### src/rtl/hazard_controller.sv
// rtl/hazard_controller.sv - pipeline sequencing unit: load-use stalls, branch flushes, memory freeze
//
// Ports:
//   clk, reset                  core clock, asynchronous active-low reset
//   id_rs1/id_rs2, id_uses_*    source registers of the ID instruction and whether they are read
//   ex_mem_read, ex_rd          load indication and destination register of the EX instruction
//   ex_branch_taken             taken branch / JALR resolved in EX this cycle
//   mem_busy                    data memory wait state; the whole pipeline is frozen
//   counter_clr                 synchronous clear of both performance counters
//   *_enable, *_flush           pipeline register load enables and bubble inserts
//   state_o                     current sequencing state (RUN=0, STALL=1, FLUSH=2)
//   stall_cycles, flush_events  saturating performance counters
module hazard_controller #(
  parameter int LOAD_LAT  = 1,
  parameter int FLUSH_LEN = 1,
  parameter int CNT_W     = 16
) (
  input  logic             clk,
  input  logic             reset,
  input  logic [4:0]       id_rs1,
  input  logic [4:0]       id_rs2,
  input  logic             id_uses_rs1,
  input  logic             id_uses_rs2,
  input  logic             ex_mem_read,
  input  logic [4:0]       ex_rd,
  input  logic             ex_branch_taken,
  input  logic             mem_busy,
  input  logic             counter_clr,
  output logic             pc_enable,
  output logic             if_id_enable,
  output logic             id_ex_enable,
  output logic             ex_mem_enable,
  output logic             mem_wb_enable,
  output logic             if_id_flush,
  output logic             id_ex_flush,
  output logic [1:0]       state_o,
  output logic [CNT_W-1:0] stall_cycles,
  output logic [CNT_W-1:0] flush_events
);

  typedef enum logic [1:0] {
    RUN   = 2'd0,
    STALL = 2'd1,
    FLUSH = 2'd2
  } state_t;

  state_t     state, state_next;
  logic [3:0] cnt, cnt_next;
  logic       load_use;
  logic       stall_inc;
  logic       flush_inc;

  // x0 is hardwired to zero, so a load targeting it never creates a dependency.
  always_comb begin
    load_use = ex_mem_read && (ex_rd != 5'd0) &&
               ((id_uses_rs1 && (id_rs1 == ex_rd)) ||
                (id_uses_rs2 && (id_rs2 == ex_rd)));
  end

  always_comb begin
    pc_enable     = 1'b1;
    if_id_enable  = 1'b1;
    id_ex_enable  = 1'b1;
    ex_mem_enable = 1'b1;
    mem_wb_enable = 1'b1;
    if_id_flush   = 1'b0;
    id_ex_flush   = 1'b0;
    state_next    = state;
    cnt_next      = cnt;
    stall_inc     = 1'b0;
    flush_inc     = 1'b0;

    if (mem_busy) begin
      // Freeze: nothing moves and the running sequence keeps its remaining count.
      pc_enable     = 1'b0;
      if_id_enable  = 1'b0;
      id_ex_enable  = 1'b0;
      ex_mem_enable = 1'b0;
      mem_wb_enable = 1'b0;
      stall_inc     = 1'b1;
    end else if (ex_branch_taken) begin
      // A redirect wins over any stall or flush in progress and restarts the flush.
      if_id_flush = 1'b1;
      id_ex_flush = 1'b1;
      flush_inc   = 1'b1;
      if (FLUSH_LEN > 1) begin
        state_next = FLUSH;
        cnt_next   = 4'(FLUSH_LEN - 1);
      end else begin
        state_next = RUN;
        cnt_next   = 4'd0;
      end
    end else begin
      case (state)
        RUN: begin
          if (load_use) begin
            pc_enable    = 1'b0;
            if_id_enable = 1'b0;
            id_ex_flush  = 1'b1;
            stall_inc    = 1'b1;
            if (LOAD_LAT > 1) begin
              state_next = STALL;
              cnt_next   = 4'(LOAD_LAT - 1);
            end
          end
        end
        STALL: begin
          pc_enable    = 1'b0;
          if_id_enable = 1'b0;
          id_ex_flush  = 1'b1;
          stall_inc    = 1'b1;
          cnt_next     = cnt - 4'd1;
          if (cnt == 4'd1) begin
            state_next = RUN;
          end
        end
        FLUSH: begin
          if_id_flush = 1'b1;
          cnt_next    = cnt - 4'd1;
          if (cnt == 4'd1) begin
            state_next = RUN;
          end
        end
        default: begin
          state_next = RUN;
          cnt_next   = 4'd0;
        end
      endcase
    end

    // While reset is held every control is forced low, independent of the clock.
    if (!reset) begin
      pc_enable     = 1'b0;
      if_id_enable  = 1'b0;
      id_ex_enable  = 1'b0;
      ex_mem_enable = 1'b0;
      mem_wb_enable = 1'b0;
      if_id_flush   = 1'b0;
      id_ex_flush   = 1'b0;
      stall_inc     = 1'b0;
      flush_inc     = 1'b0;
    end
  end

  always_ff @(posedge clk or negedge reset) begin
    if (!reset) begin
      state <= RUN;
      cnt   <= 4'd0;
    end else begin
      state <= state_next;
      cnt   <= cnt_next;
    end
  end

  always_ff @(posedge clk or negedge reset) begin
    if (!reset) begin
      stall_cycles <= '0;
      flush_events <= '0;
    end else if (counter_clr) begin
      stall_cycles <= '0;
      flush_events <= '0;
    end else begin
      if (stall_inc && (stall_cycles != '1)) begin
        stall_cycles <= stall_cycles + CNT_W'(1);
      end
      if (flush_inc && (flush_events != '1)) begin
        flush_events <= flush_events + CNT_W'(1);
      end
    end
  end

  assign state_o = state;

endmodule
### config.mk
export PLATFORM = sky130hd
export DESIGN_NAME = hazard_controller
export DESIGN_NICKNAME = d
export VERILOG_FILES = /design/src/rtl/hazard_controller.sv
export SDC_FILE = /design/constraint.sdc
export NUM_CORES = 1
export LEC_CHECK = 0
export BUFFER_PORTS_ARGS = -buffer_cell sky130_fd_sc_hd__buf_2
export CORE_MARGIN = 1.5
export CORE_UTILIZATION = 50
export CTS_CLUSTER_SIZE = 25
export DETAILED_ROUTE_END_ITERATION = 10
export HOLD_SLACK_MARGIN = 0.15
export PLACE_DENSITY = 0.79
export SYNTH_ARGS = -nofsm -noshare
export SYNTH_HDL_FRONTEND = slang
export SYNTH_SLANG_ARGS = --single-unit
### constraint.sdc
create_clock -name clk -period 2.6 [get_ports clk]
set_clock_uncertainty 0.2 [all_clocks]
set_input_delay 0.13 -clock clk [delete_from_list [all_inputs] [get_ports clk]]
set_output_delay 0.13 -clock clk [all_outputs]
set_load 0.01 [all_outputs]
==> results.tsv, run 1 <==
stage	metric	value	unit
run_status	status	complete, no violations	
grt	grt_usage	22.8	%
die	core_area	3630	µm²
die	die_area	4160	µm²
power_and_ir_drop	power_density	433	nW/µm²
route	drtIter0Drc	149	
power_and_ir_drop	power_frac_seq	49.9	%
timing	fin_hold_ws	0.153	ns
power_and_ir_drop	p_comb_share	10.4	%
die	dieHeight	64.5	µm
die	start_util	52.0	%
cts	h-tree-depth	2	
synthesis	netlist_area	1890	µm²
power_and_ir_drop	internal-power	0.000758	W
critical_path	crit_chain	ha_1 -> nand3_1 -> o41ai_2 -> nor3_1 -> a21oi_2 -> buf_12 -> or4_1 -> a21oi_1	
critical_path	slowest_delay	0.51	ns
critical_path	r2r-start	stall_cycles[0]$_DFFE_PN0P_	
timing	relSlewSlack	61.4	%
timing	slew_violations	0	
min_path	hold_path.startpoint	ex_branch_taken	
die	row_count	22	
critical_path	crit_arrival	2.34	ns
place	place_congestion	0.830	
place	dp_hpwl	3.05	mm
route	num_vias	1744	
min_path	whs_endpoint	flush_events[0]$_DFFE_PN0P_	
route	wl_per_cell	13.4	µm
power_and_ir_drop	ir_worst_vdd	0.239	mV
grt	grt_start_max_net_pins	33	
die	die_w	64.5	µm
cts	cts_made_buffers	5	
critical_path	cp_slowest_cell	or4_1	
place	postPlaceCellArea	2210	µm²
synthesis	ys.flop_type	dfrtp_1	
grt	grt_pass1_wl	7.34	mm
place	port-buffer-count	61	
cts	cts_buffer_depth	2	
route	wirelength	4.26	mm
cts	cts_tree	built	
timing	fin_tns_setup	0	ns
grt	grt-ovfl-total	0	
die	ios	64	
timing	tightest_slew	0.579	ns
route	drc	0	
synthesis	netlist.area_leader.share	42.4	%
layout	syn2layout_area_growth	23.4	%
timing	rsz0062_at_grt	false	
timing	setup_viol	0	
synthesis	synth_edf_count	0	
power_and_ir_drop	p_leak	1.11	nW
critical_path	cp.required	2.61	ns
grt	grt_pass1_vias	1682	
synthesis	synth.largest_area_cell	dfrtp_1	
layout	drive_above_1_share	28.6	%
timing	hold_viol	0	
cts	cts.repair.resized	0	
synthesis	synthCells	205	
critical_path	rrSetupSlack	0.27	ns
power_and_ir_drop	p_clk_share	39.7	%
timing	finalCritPeriodShare	89.6	%
synthesis	ys_types	41	
critical_path	critPathCaptureType	flip-flop	
route	drtAntennaViolNets	0	
route	first_pass_iters	4	
power_and_ir_drop	power.switching	0.000253	W
min_path	hold_depth	5	
layout	nNetsFinal	293	
synthesis	ys_seq_area_share	42.4	%
cts	cts-root-buf	clkbuf_8	
flow_run	max-cap-violations	0	
power_and_ir_drop	totalPowerFinal	0.00101	W
synthesis	ys_warn_count	0	
layout	diodes	0	
critical_path	worst_setup_path_start_kind	flip-flop	
cts	worstSkewPairLatency	0.28	ns
grt	antenna_found_initial	0	
min_path	hp-class	primary input to flip-flop	
synthesis	ys_ff_latch	32	
synthesis	syn_avg_cell_area	9.22	µm²
synthesis	async_flop_share	100	%
cts	clock_sinks	32	
timing	fmax	429	MHz
critical_path	worstSetupPathType	flip-flop to flip-flop	
cts	path_clk_slew	0.07	ns
timing	fin_crit	2.33	ns
power_and_ir_drop	p_sw_share	25.0	%
layout	post-route-cell-area	2330	µm²
critical_path	crit_fanout	30	
critical_path	r2r_cells	8	
synthesis	netlist_top_cells_area	dfrtp_1 42%, xnor2_1 5.6%, xor2_1 5.1%	
critical_path	rr_endpoint	stall_cycles[9]$_DFFE_PN0P_	
route	vias_per_cell	5.50	
routing by layer:
| layer | up-vias | GRT usage, % | wire length, µm |
|---|---|---|---|
| met5 | - | 0 | 0 |
| met4 | 0 | 7.18 | 40 |
| met3 | 4 | 5.90 | 174 |
| met2 | 38 | 40.9 | 2200 |
| met1 | 841 | 26.5 | 1850 |
| li1 | 861 | - | - |
cells in the mapped netlist (all sizes together) (2+ instances only):
cell	n
dfrtp	32
nor2	19
a21oi	16
nand2	13
nand4	12
or3	12
xnor2	12
nand3	11
o21ai	11
xor2	11
buf	8
and4	4
clkbuf	4
inv	4
or4	4
and2	3
nor3	3
o31ai	3
a31oi	2
and2b	2
and3	2
ha	2
mux2i	2
cells in the final DEF (no fill, tap or decap), drive strengths merged, types with 2 or more instances in the layout:
| cell | Yosys | final |
|---|---|---|
| xor2 | 11 | 11 |
| nand4 | 12 | 12 |
| dlygate4sd3 | 0 | 3 |
| clkinv | 0 | 2 |
| clkbuf | 4 | 6 |
| and2b | 2 | 2 |
| conb | 1 | 2 |
| mux2i | 2 | 2 |
| nor2 | 19 | 19 |
| a31oi | 2 | 2 |
| or4 | 4 | 4 |
| nand3 | 11 | 11 |
| inv | 4 | 4 |
| o21ai | 11 | 11 |
| ha | 2 | 2 |
| and2 | 3 | 3 |
| xnor2 | 12 | 12 |
| nand2 | 13 | 13 |
| o31ai | 3 | 3 |
| buf | 8 | 64 |
| nor3 | 3 | 3 |
| and3 | 2 | 2 |
| and4 | 4 | 4 |
| a21oi | 16 | 16 |
| dfrtp | 32 | 32 |
| or3 | 12 | 12 |
area by class of cell:
type,count,area [µm²]
Fill cell,354,1300
Multi-Input combinational cell,158,993
Sequential cell,32,801
Timing Repair Buffer,67,370
Clock buffer,6,82.6
Tap cell,48,60.1
Inverter,4,15.0
Clock inverter,2,10.0
per-stage QoR:
step | utilization (%) | instances | setup WS (ns)
final | 64.2 | 317 | 0.270
after detailed placement | 60.8 | 306 | 0.286
after CTS | 64.2 | 317 | 0.273
after floorplan | - | 206 | 0.461
after global placement | 60.8 | 306 | 0.347
after global routing | 64.2 | 317 | 0.155
power by group through the flow:
| stage | sequential, W | combinational (W) | clock [W] |
|---|---|---|---|
| after floorplan | 0.000516 | 0.0000584 | 0 |
| after global placement | 0.000514 | 0.000101 | 0 |
| after detailed placement | 0.000514 | 0.000103 | 0 |
| after CTS | 0.000505 | 0.000107 | 0.000410 |
| after global routing | 0.000505 | 0.000117 | 0.000433 |
| final | 0.000505 | 0.000105 | 0.000401 |
worst max-delay path, delay by kind of cell (launching register included):
| kind | cells | cell delay (ns) |
|---|---|---|
| buf+inv | 1 | 0.18 |
| fa+ha+maj | 1 | 0.24 |
| flops | 1 | 0.42 |
| simple gates | 3 | 0.85 |
| compound gates | 3 | 0.36 |
how the worst max path moves through the flow:
| stage | from | end | depth (start not counted) |
|---|---|---|---|
| after floorplan | stall_cycles[0]$_DFFE_PN0P_ | stall_cycles[1]$_DFFE_PN0P_ | 9 |
| after global placement | stall_cycles[0]$_DFFE_PN0P_ | stall_cycles[9]$_DFFE_PN0P_ | 8 |
| after detailed placement | stall_cycles[0]$_DFFE_PN0P_ | stall_cycles[9]$_DFFE_PN0P_ | 8 |
| after CTS | stall_cycles[0]$_DFFE_PN0P_ | stall_cycles[9]$_DFFE_PN0P_ | 8 |
| after global routing | stall_cycles[0]$_DFFE_PN0P_ | stall_cycles[9]$_DFFE_PN0P_ | 8 |
| final | stall_cycles[0]$_DFFE_PN0P_ | stall_cycles[9]$_DFFE_PN0P_ | 8 |
cell families after synthesis:
kind of cell / share of synthesized area (%)
and+or+nand+nor: 24.6
AOI/OAI and AO/OA: 14.6
DFF: 42.4
xor gates and xnor gates: 10.7
buffers and inverters: 5.23
adders and majority gates: 1.32
muxes: 1.06
other: 0.198
repair_timing:
| action | in CTS | in global routing |
|---|---|---|
| setup buffers | 0 | 0 |
| hold buffers | 3 | 0 |
| endpoints found under the hold margin | 41 | 0 |
state kept, by name, summed over array words and instances, names as in the netlist:
name,cells
flush_events,16
stall_cycles,16
(Power assumes the default switching activity.)
==> run 2, diff against run 1 <==
--- a/config.mk
+++ b/config.mk
@@ -6,11 +6,11 @@
 export NUM_CORES = 1
 export LEC_CHECK = 0
-export BUFFER_PORTS_ARGS = -buffer_cell sky130_fd_sc_hd__buf_2
 export CORE_MARGIN = 1.5
-export CORE_UTILIZATION = 50
+export CORE_UTILIZATION = 57
 export CTS_CLUSTER_SIZE = 25
 export DETAILED_ROUTE_END_ITERATION = 10
+export DONT_BUFFER_PORTS = 1
 export HOLD_SLACK_MARGIN = 0.15
-export PLACE_DENSITY = 0.79
+export PLACE_DENSITY = 0.72
 export SYNTH_ARGS = -nofsm -noshare
 export SYNTH_HDL_FRONTEND = slang
==> constraint.sdc (replaced) <==
create_clock -name clk -period 2.6 [get_ports clk]
set_clock_uncertainty 0.2 [all_clocks]
set_input_delay 0.13 -clock clk [delete_from_list [all_inputs] [get_ports clk]]
set_output_delay 0.13 -clock clk [all_outputs]
set_load 0.1 [all_outputs]
==> results.tsv, run 2 (same netlist as run 1, synthesis figures left out) <==
stage	metric	value	unit	change
cts	worstSkewPairLatency	0.35	ns	+0.07 ns
critical_path	r2r_cells	9		+1
cts	cts-root-buf	clkbuf_4		
cts	cts_made_buffers	5		unchanged
die	die_area	3670	µm²	-12%
grt	grt.met1_usage	32.1	%	+5.6 points
grt	grt.busiest_layer	met2		
layout	nNetsFinal	270		-7.8%
timing	fin_tns_setup	0	ns	unchanged
die	row_count	20		-9.1%
timing	setup_viol	0		unchanged
cts	h-tree-depth	2		unchanged
layout	multi_input_area	1010	µm²	+1.3%
timing	finalCritPeriodShare	93.9	%	+4.3 points
timing	setup_slack	0.159	ns	-0.111 ns
critical_path	cp_num_buf_inv	2		+1
critical_path	worst_setup_path_start_kind	flip-flop		
route	drtAntennaViolNets	0		unchanged
power_and_ir_drop	p_leak	0.988	nW	-11%
grt	grt.met2_usage	44.5	%	+3.7 points
place	dp_hpwl	3.23	mm	+5.7%
grt	grt-ovfl-total	0		unchanged
grt	antenna_found_initial	0		unchanged
cts	postCtsSetupRepairBufs	0		unchanged
die	dieHeight	60.6	µm	-6.0%
flow_run	max-cap-violations	0		unchanged
grt	grt_usage	26.8	%	+4.0 points
layout	register_area	817	µm²	+2.0%
grt	grt_pass1_wl	7.26	mm	-1.1%
layout	diodes	0		unchanged
cts	cts_buffer_depth	2		unchanged
timing	hold_viol	0		unchanged
min_path	hold_path.startpoint	mem_busy		
critical_path	cp_slowest_cell	dfrtp_2		
layout	drive_above_1_share	27.6	%	-0.98 points
critical_path	crit_fanout	23		-23%
place	place_ws	0.225	ns	-0.0608 ns
layout	final_util	75.4	%	+11 points
timing	fmax	410	MHz	-4.5%
min_path	hp-class	primary input to flip-flop		
route	drc	0		unchanged
critical_path	crit_chain	ha_1 -> nand3_1 -> o41ai_2 -> nor3_1 -> a21oi_2 -> buf_4 -> buf_4 -> mux2i_1 -> nor2_1		
cts	cts_tree	built		
timing	relSlewSlack	24.4	%	-37 points
layout	final_common_cell	buf_4		
min_path	whs_endpoint	stall_cycles[6]$_DFFE_PN0P_		
critical_path	r2r-start	stall_cycles[0]$_DFFE_PN0P_		
run_status	status	complete, no violations		
critical_path	cp.required	2.59	ns	-0.02 ns
critical_path	slowest_delay	0.38	ns	-0.13 ns
cts	cts.repair.resized	0		unchanged
die	core_area	3100	µm²	-15%
timing	slew_violations	0		unchanged
min_path	hold_depth	6		+1
die	die_w	60.6	µm	-6.0%
timing	fin_crit	2.44	ns	+0.111 ns
power_and_ir_drop	ir_worst_vdd	0.359	mV	+50%
critical_path	rr_endpoint	stall_cycles[1]$_DFFE_PN0P_		
place	place_congestion	0.776		-6.6%
grt	met3_usage	8.32	%	+2.4 points
grt	grt_pass1_vias	1659		-1.4%
cts	clock_sinks	32		unchanged
layout	largestRegisters	flush_events x16, stall_cycles x16		
critical_path	cpMostUsedCell	buf_4		
route	vias_per_cell	6.02		+9.5%
layout	nFillCells	247		-30%
route	num_vias	1747		+0.17%
grt	grt_start_max_net_pins	33		unchanged
timing	rsz0062_at_grt	false		
route	first_pass_iters	4		unchanged
layout	mostFrequentLayoutCells	38 x buf_4, 19 x nor2_1, 19 x dfrtp_1		
die	start_util	60.9	%	+8.9 points
critical_path	critPathCaptureType	flip-flop		
route	drtIter0Drc	82		-45%
layout	syn2layout_area_growth	23.8	%	
power_and_ir_drop	power_density	446	nW/µm²	+2.9%
timing	tightest_slew	1.13	ns	+0.551 ns
cts	path_clk_slew	0.11	ns	+0.04 ns
critical_path	crit_arrival	2.43	ns	+0.09 ns
critical_path	critical_path.top_delay_family	compound AO/OA/AOI/OAI gates		
route	wl_per_cell	15.7	µm	+17%
route	wirelength	4.56	mm	+7.0%
critical_path	rrSetupSlack	0.16	ns	-0.11 ns
critical_path	worstSetupPathType	flip-flop to flip-flop		
place	port-buffer-count	0		-100%
die	ios	64		unchanged
==> run 2: changes by cell type in the layout (fill, tap and decap cells not counted), sizes merged <==
cell         before  now
clkinvlp          0    1
bufinv            0    1
dlygate4sd3       3    4
buf              64   40
clkinv            2    1
inv               4    3
==> run 2: stage by stage <==
stage	area, µm²	hold WS (ns)	total power (W)	instances
finish	2340	0.209	0.00104	290
detailed placement	2180	-0.365	0.000650	276
CTS	2340	0.192	0.00105	290
global placement	2180	-0.365	0.000648	276
global route	2340	0.238	0.00109	290
floorplan	1920	-0.366	0.000646	206
==> run 2: timing repair <==
action / in CTS / in global routing
hold buffers: 6 / 0
hold endpoints to repair: 64 / 0
endpoints found under the setup margin: 0 / 0
==> run 2: cell type report <==
type,instances,area share [%]
Tap cell,44,2.35
Sequential cell,32,34.9
Clock buffer,6,1.77
Timing Repair Buffer,44,15.6
Inverter,4,0.803
Clock inverter,2,1.50
Multi-Input combinational cell,158,43.0
==> run 2: metal layers <==
layer / vias up / part of all wire (%)
met3: 9 / 8.8
li1: 821 / -
met5: - / 0
met4: 0 / 1.8
met2: 86 / 49
met1: 831 / 40
==> run 2: power by group <==
| group | switching, W | internal, W |
|---|---|---|
| Sequential | 0.00000200 | 0.000501 |
| Clock | 0.000172 | 0.000201 |
| Combinational | 0.000124 | 0.0000430 |
| Total | 0.000297 | 0.000745 |
==> run 2: how the worst max path moves through the flow <==
| stage | endpoint | slack (ns) | startpoint | cells past startpoint |
|---|---|---|---|---|
| 6_report | stall_cycles[1]$_DFFE_PN0P_ | 0.16 | stall_cycles[0]$_DFFE_PN0P_ | 9 |
| 5_1_grt | stall_cycles[1]$_DFFE_PN0P_ | 0.004 | stall_cycles[0]$_DFFE_PN0P_ | 9 |
| 4_1_cts | stall_cycles[1]$_DFFE_PN0P_ | 0.16 | stall_cycles[0]$_DFFE_PN0P_ | 9 |
| 3_5_place_dp | stall_cycles[1]$_DFFE_PN0P_ | 0.22 | stall_cycles[0]$_DFFE_PN0P_ | 9 |
| 3_3_place_gp | stall_cycles[9]$_DFFE_PN0P_ | 0.38 | stall_cycles[0]$_DFFE_PN0P_ | 8 |
| 2_1_floorplan | flush_events[10]$_DFFE_PN0P_ | 0.02 | flush_events[0]$_DFFE_PN0P_ | 7 |
==> run 2: worst register-to-register path, delay by kind of cell (launching register included) <==
kind / cells / cell delay (ns)
compound gates: 2 / 0.52
fa+ha+maj: 1 / 0.21
buf+inv: 2 / 0.44
flops: 1 / 0.38
mux: 1 / 0.21
simple gates: 3 / 0.34
==> run 3, diff against run 2 <==
CTS_BUF_LIST = sky130_fd_sc_hd__clkbuf_8 sky130_fd_sc_hd__clkbuf_16   (was default)
RECOVER_POWER = 100   (was default)
==> results.tsv, run 3 (same netlist as run 1, synthesis figures left out) <==
stage	metric	value	unit	change
run_status	status	complete, but fails checks		
run_status	violations	max-capacitance violations, max-slew violations		
layout	nFillCells	274		+11%
cts	clock_sinks	32		unchanged
cts	postCtsSetupRepairBufs	0		unchanged
critical_path	r2r-start	stall_cycles[0]$_DFFE_PN0P_		
min_path	hp-class	primary input to flip-flop		
critical_path	rr_endpoint	stall_cycles[1]$_DFFE_PN0P_		
layout	largestRegisters	flush_events x16, stall_cycles x16		
layout	syn2layout_area_growth	18.7	%	
die	start_util	60.9	%	unchanged
grt	grt_usage	26.9	%	+0.057 points
critical_path	rrSetupSlack	0.15	ns	about the same
critical_path	crit_arrival	2.13	ns	-0.30 ns
grt	grt_pass1_wl	7.25	mm	about the same
layout	diodes	0		unchanged
layout	mostFrequentLayoutCells	22 x clkbuf_1, 19 x nor2_1, 19 x dfrtp_1		
place	place_ws	0.225	ns	unchanged
timing	tightest_slew	1.62	ns	+0.488 ns
die	core_area	3100	µm²	unchanged
route	first_pass_iters	6		+2
timing	setup_slack	0.140	ns	-0.0193 ns
timing	relSlewSlack	-7.86	%	-32 points
grt	grt_pass1_vias	1663		+0.24%
cts	cts_tree	built		
critical_path	crit_fanout	4		-83%
route	drtAntennaViolNets	0		unchanged
route	drc	0		unchanged
critical_path	cp.required	2.27	ns	-0.32 ns
die	dieHeight	60.6	µm	unchanged
route	drtIter0Drc	95		+16%
route	wirelength	4.59	mm	+0.75%
cts	path_clk_slew	0.07	ns	-0.04 ns
critical_path	crit_path_start	mem_busy		
power_and_ir_drop	ir_worst_vdd	0.362	mV	+0.85%
cts	h-tree-depth	2		unchanged
grt	grt_start_max_net_pins	33		unchanged
layout	nNetsFinal	269		-0.37%
timing	slew_violations	2		+2
power_and_ir_drop	power_density	502	nW/µm²	+12%
power_and_ir_drop	p_leak	0.902	nW	-8.7%
grt	grt-ovfl-total	0		unchanged
layout	register_area	817	µm²	unchanged
timing	setup_viol	0		unchanged
critical_path	critPathCaptureType	output pin		
critical_path	worst_setup_path_start_kind	primary input		
timing	hold_viol	0		unchanged
critical_path	worstSetupPathType	primary input to output pin		
timing	fmax	406	MHz	-0.78%
layout	drive_above_1_share	16.7	%	-11 points
die	die_area	3670	µm²	unchanged
timing	rsz0062_at_grt	false		
layout	post-route-cell-area	2240	µm²	-4.1%
grt	antenna_found_initial	0		unchanged
cts	cts_buffer_depth	2		unchanged
cts	worstSkewPairLatency	0.29	ns	-0.06 ns
critical_path	crit_path_end	id_ex_flush		
die	die_w	60.6	µm	unchanged
flow_run	max-cap-violations	1		+1
die	row_count	20		unchanged
route	wl_per_cell	15.9	µm	+1.1%
critical_path	r2r_cells	9		unchanged
timing	finalCritPeriodShare	94.6	%	+0.74 points
cts	cts-root-buf	clkbuf_8		
place	port-buffer-count	0		unchanged
place	dp_hpwl	3.23	mm	unchanged
place	place_congestion	0.776		unchanged
cts	cts_made_buffers	5		unchanged
layout	multi_input_area	993	µm²	-1.2%
timing	fin_hold_ws	0.270	ns	+0.0617 ns
layout	final_common_cell	clkbuf_1		
route	vias_per_cell	6.08		+0.86%
timing	fin_tns_setup	0	ns	unchanged
timing	fin_crit	2.46	ns	+0.0193 ns
place	postPlaceCellArea	2180	µm²	unchanged
route	num_vias	1756		+0.52%
die	ios	64		unchanged
## run 3: what timing repair did
item                      4_1_cts  5_1_grt
resized for setup               0        0
hold endpoints to repair       64        0
hold buffers                    5        0
## run 3: cell type report
cell class / count / area share [%]
clock buffer: 5 / 3.07
inverter: 4 / 0.837
clock inverter: 3 / 1.73
timing repair buffer: 43 / 11.2
multi-input combinational: 158 / 44.3
sequential: 32 / 36.4
tap: 44 / 2.46
## run 3: stage by stage
step	util, %	power, W	std cells
floorplan	-	0.000646	206
global placement	70.3	0.000648	276
detailed placement	70.3	0.000650	276
CTS	76.0	0.00114	289
global route	72.3	0.00116	289
finish	72.3	0.00112	289
## run 3: power breakdown
group | internal (W) | total, W | switching, W
Clock | 0.000280 | 0.000463 | 0.000183
Sequential | 0.000501 | 0.000503 | 0.00000204
Combinational | 0.0000360 | 0.000159 | 0.000123
## run 3: worst min-delay path by stage
stage	depth (start not counted)	end	start	slack, ns
6_report	6	stall_cycles[6]$_DFFE_PN0P_	mem_busy	0.27
5_1_grt	6	stall_cycles[6]$_DFFE_PN0P_	mem_busy	0.32
2_1_floorplan	0	flush_events[0]$_DFFE_PN0P_	reset	-0.37
4_1_cts	3	stall_cycles[6]$_DFFE_PN0P_	reset	0.16
3_5_place_dp	0	stall_cycles[6]$_DFFE_PN0P_	reset	-0.36
3_3_place_gp	0	stall_cycles[9]$_DFFE_PN0P_	reset	-0.36
## run 3: critical path: stages
cell      delay [ns]
and2b_1         0.22
clkbuf_2        1.21
o21a_1          0.24
clkbuf_4        0.32
## run 3: per-layer routing
layer	vias up	share of wire, %	track usage [%]
met3	6	8.9	7.04
met1	842	40	31.9
met2	90	50	45.6
li1	818	-	-
met4	0	0.96	12.4
met5	-	0	0
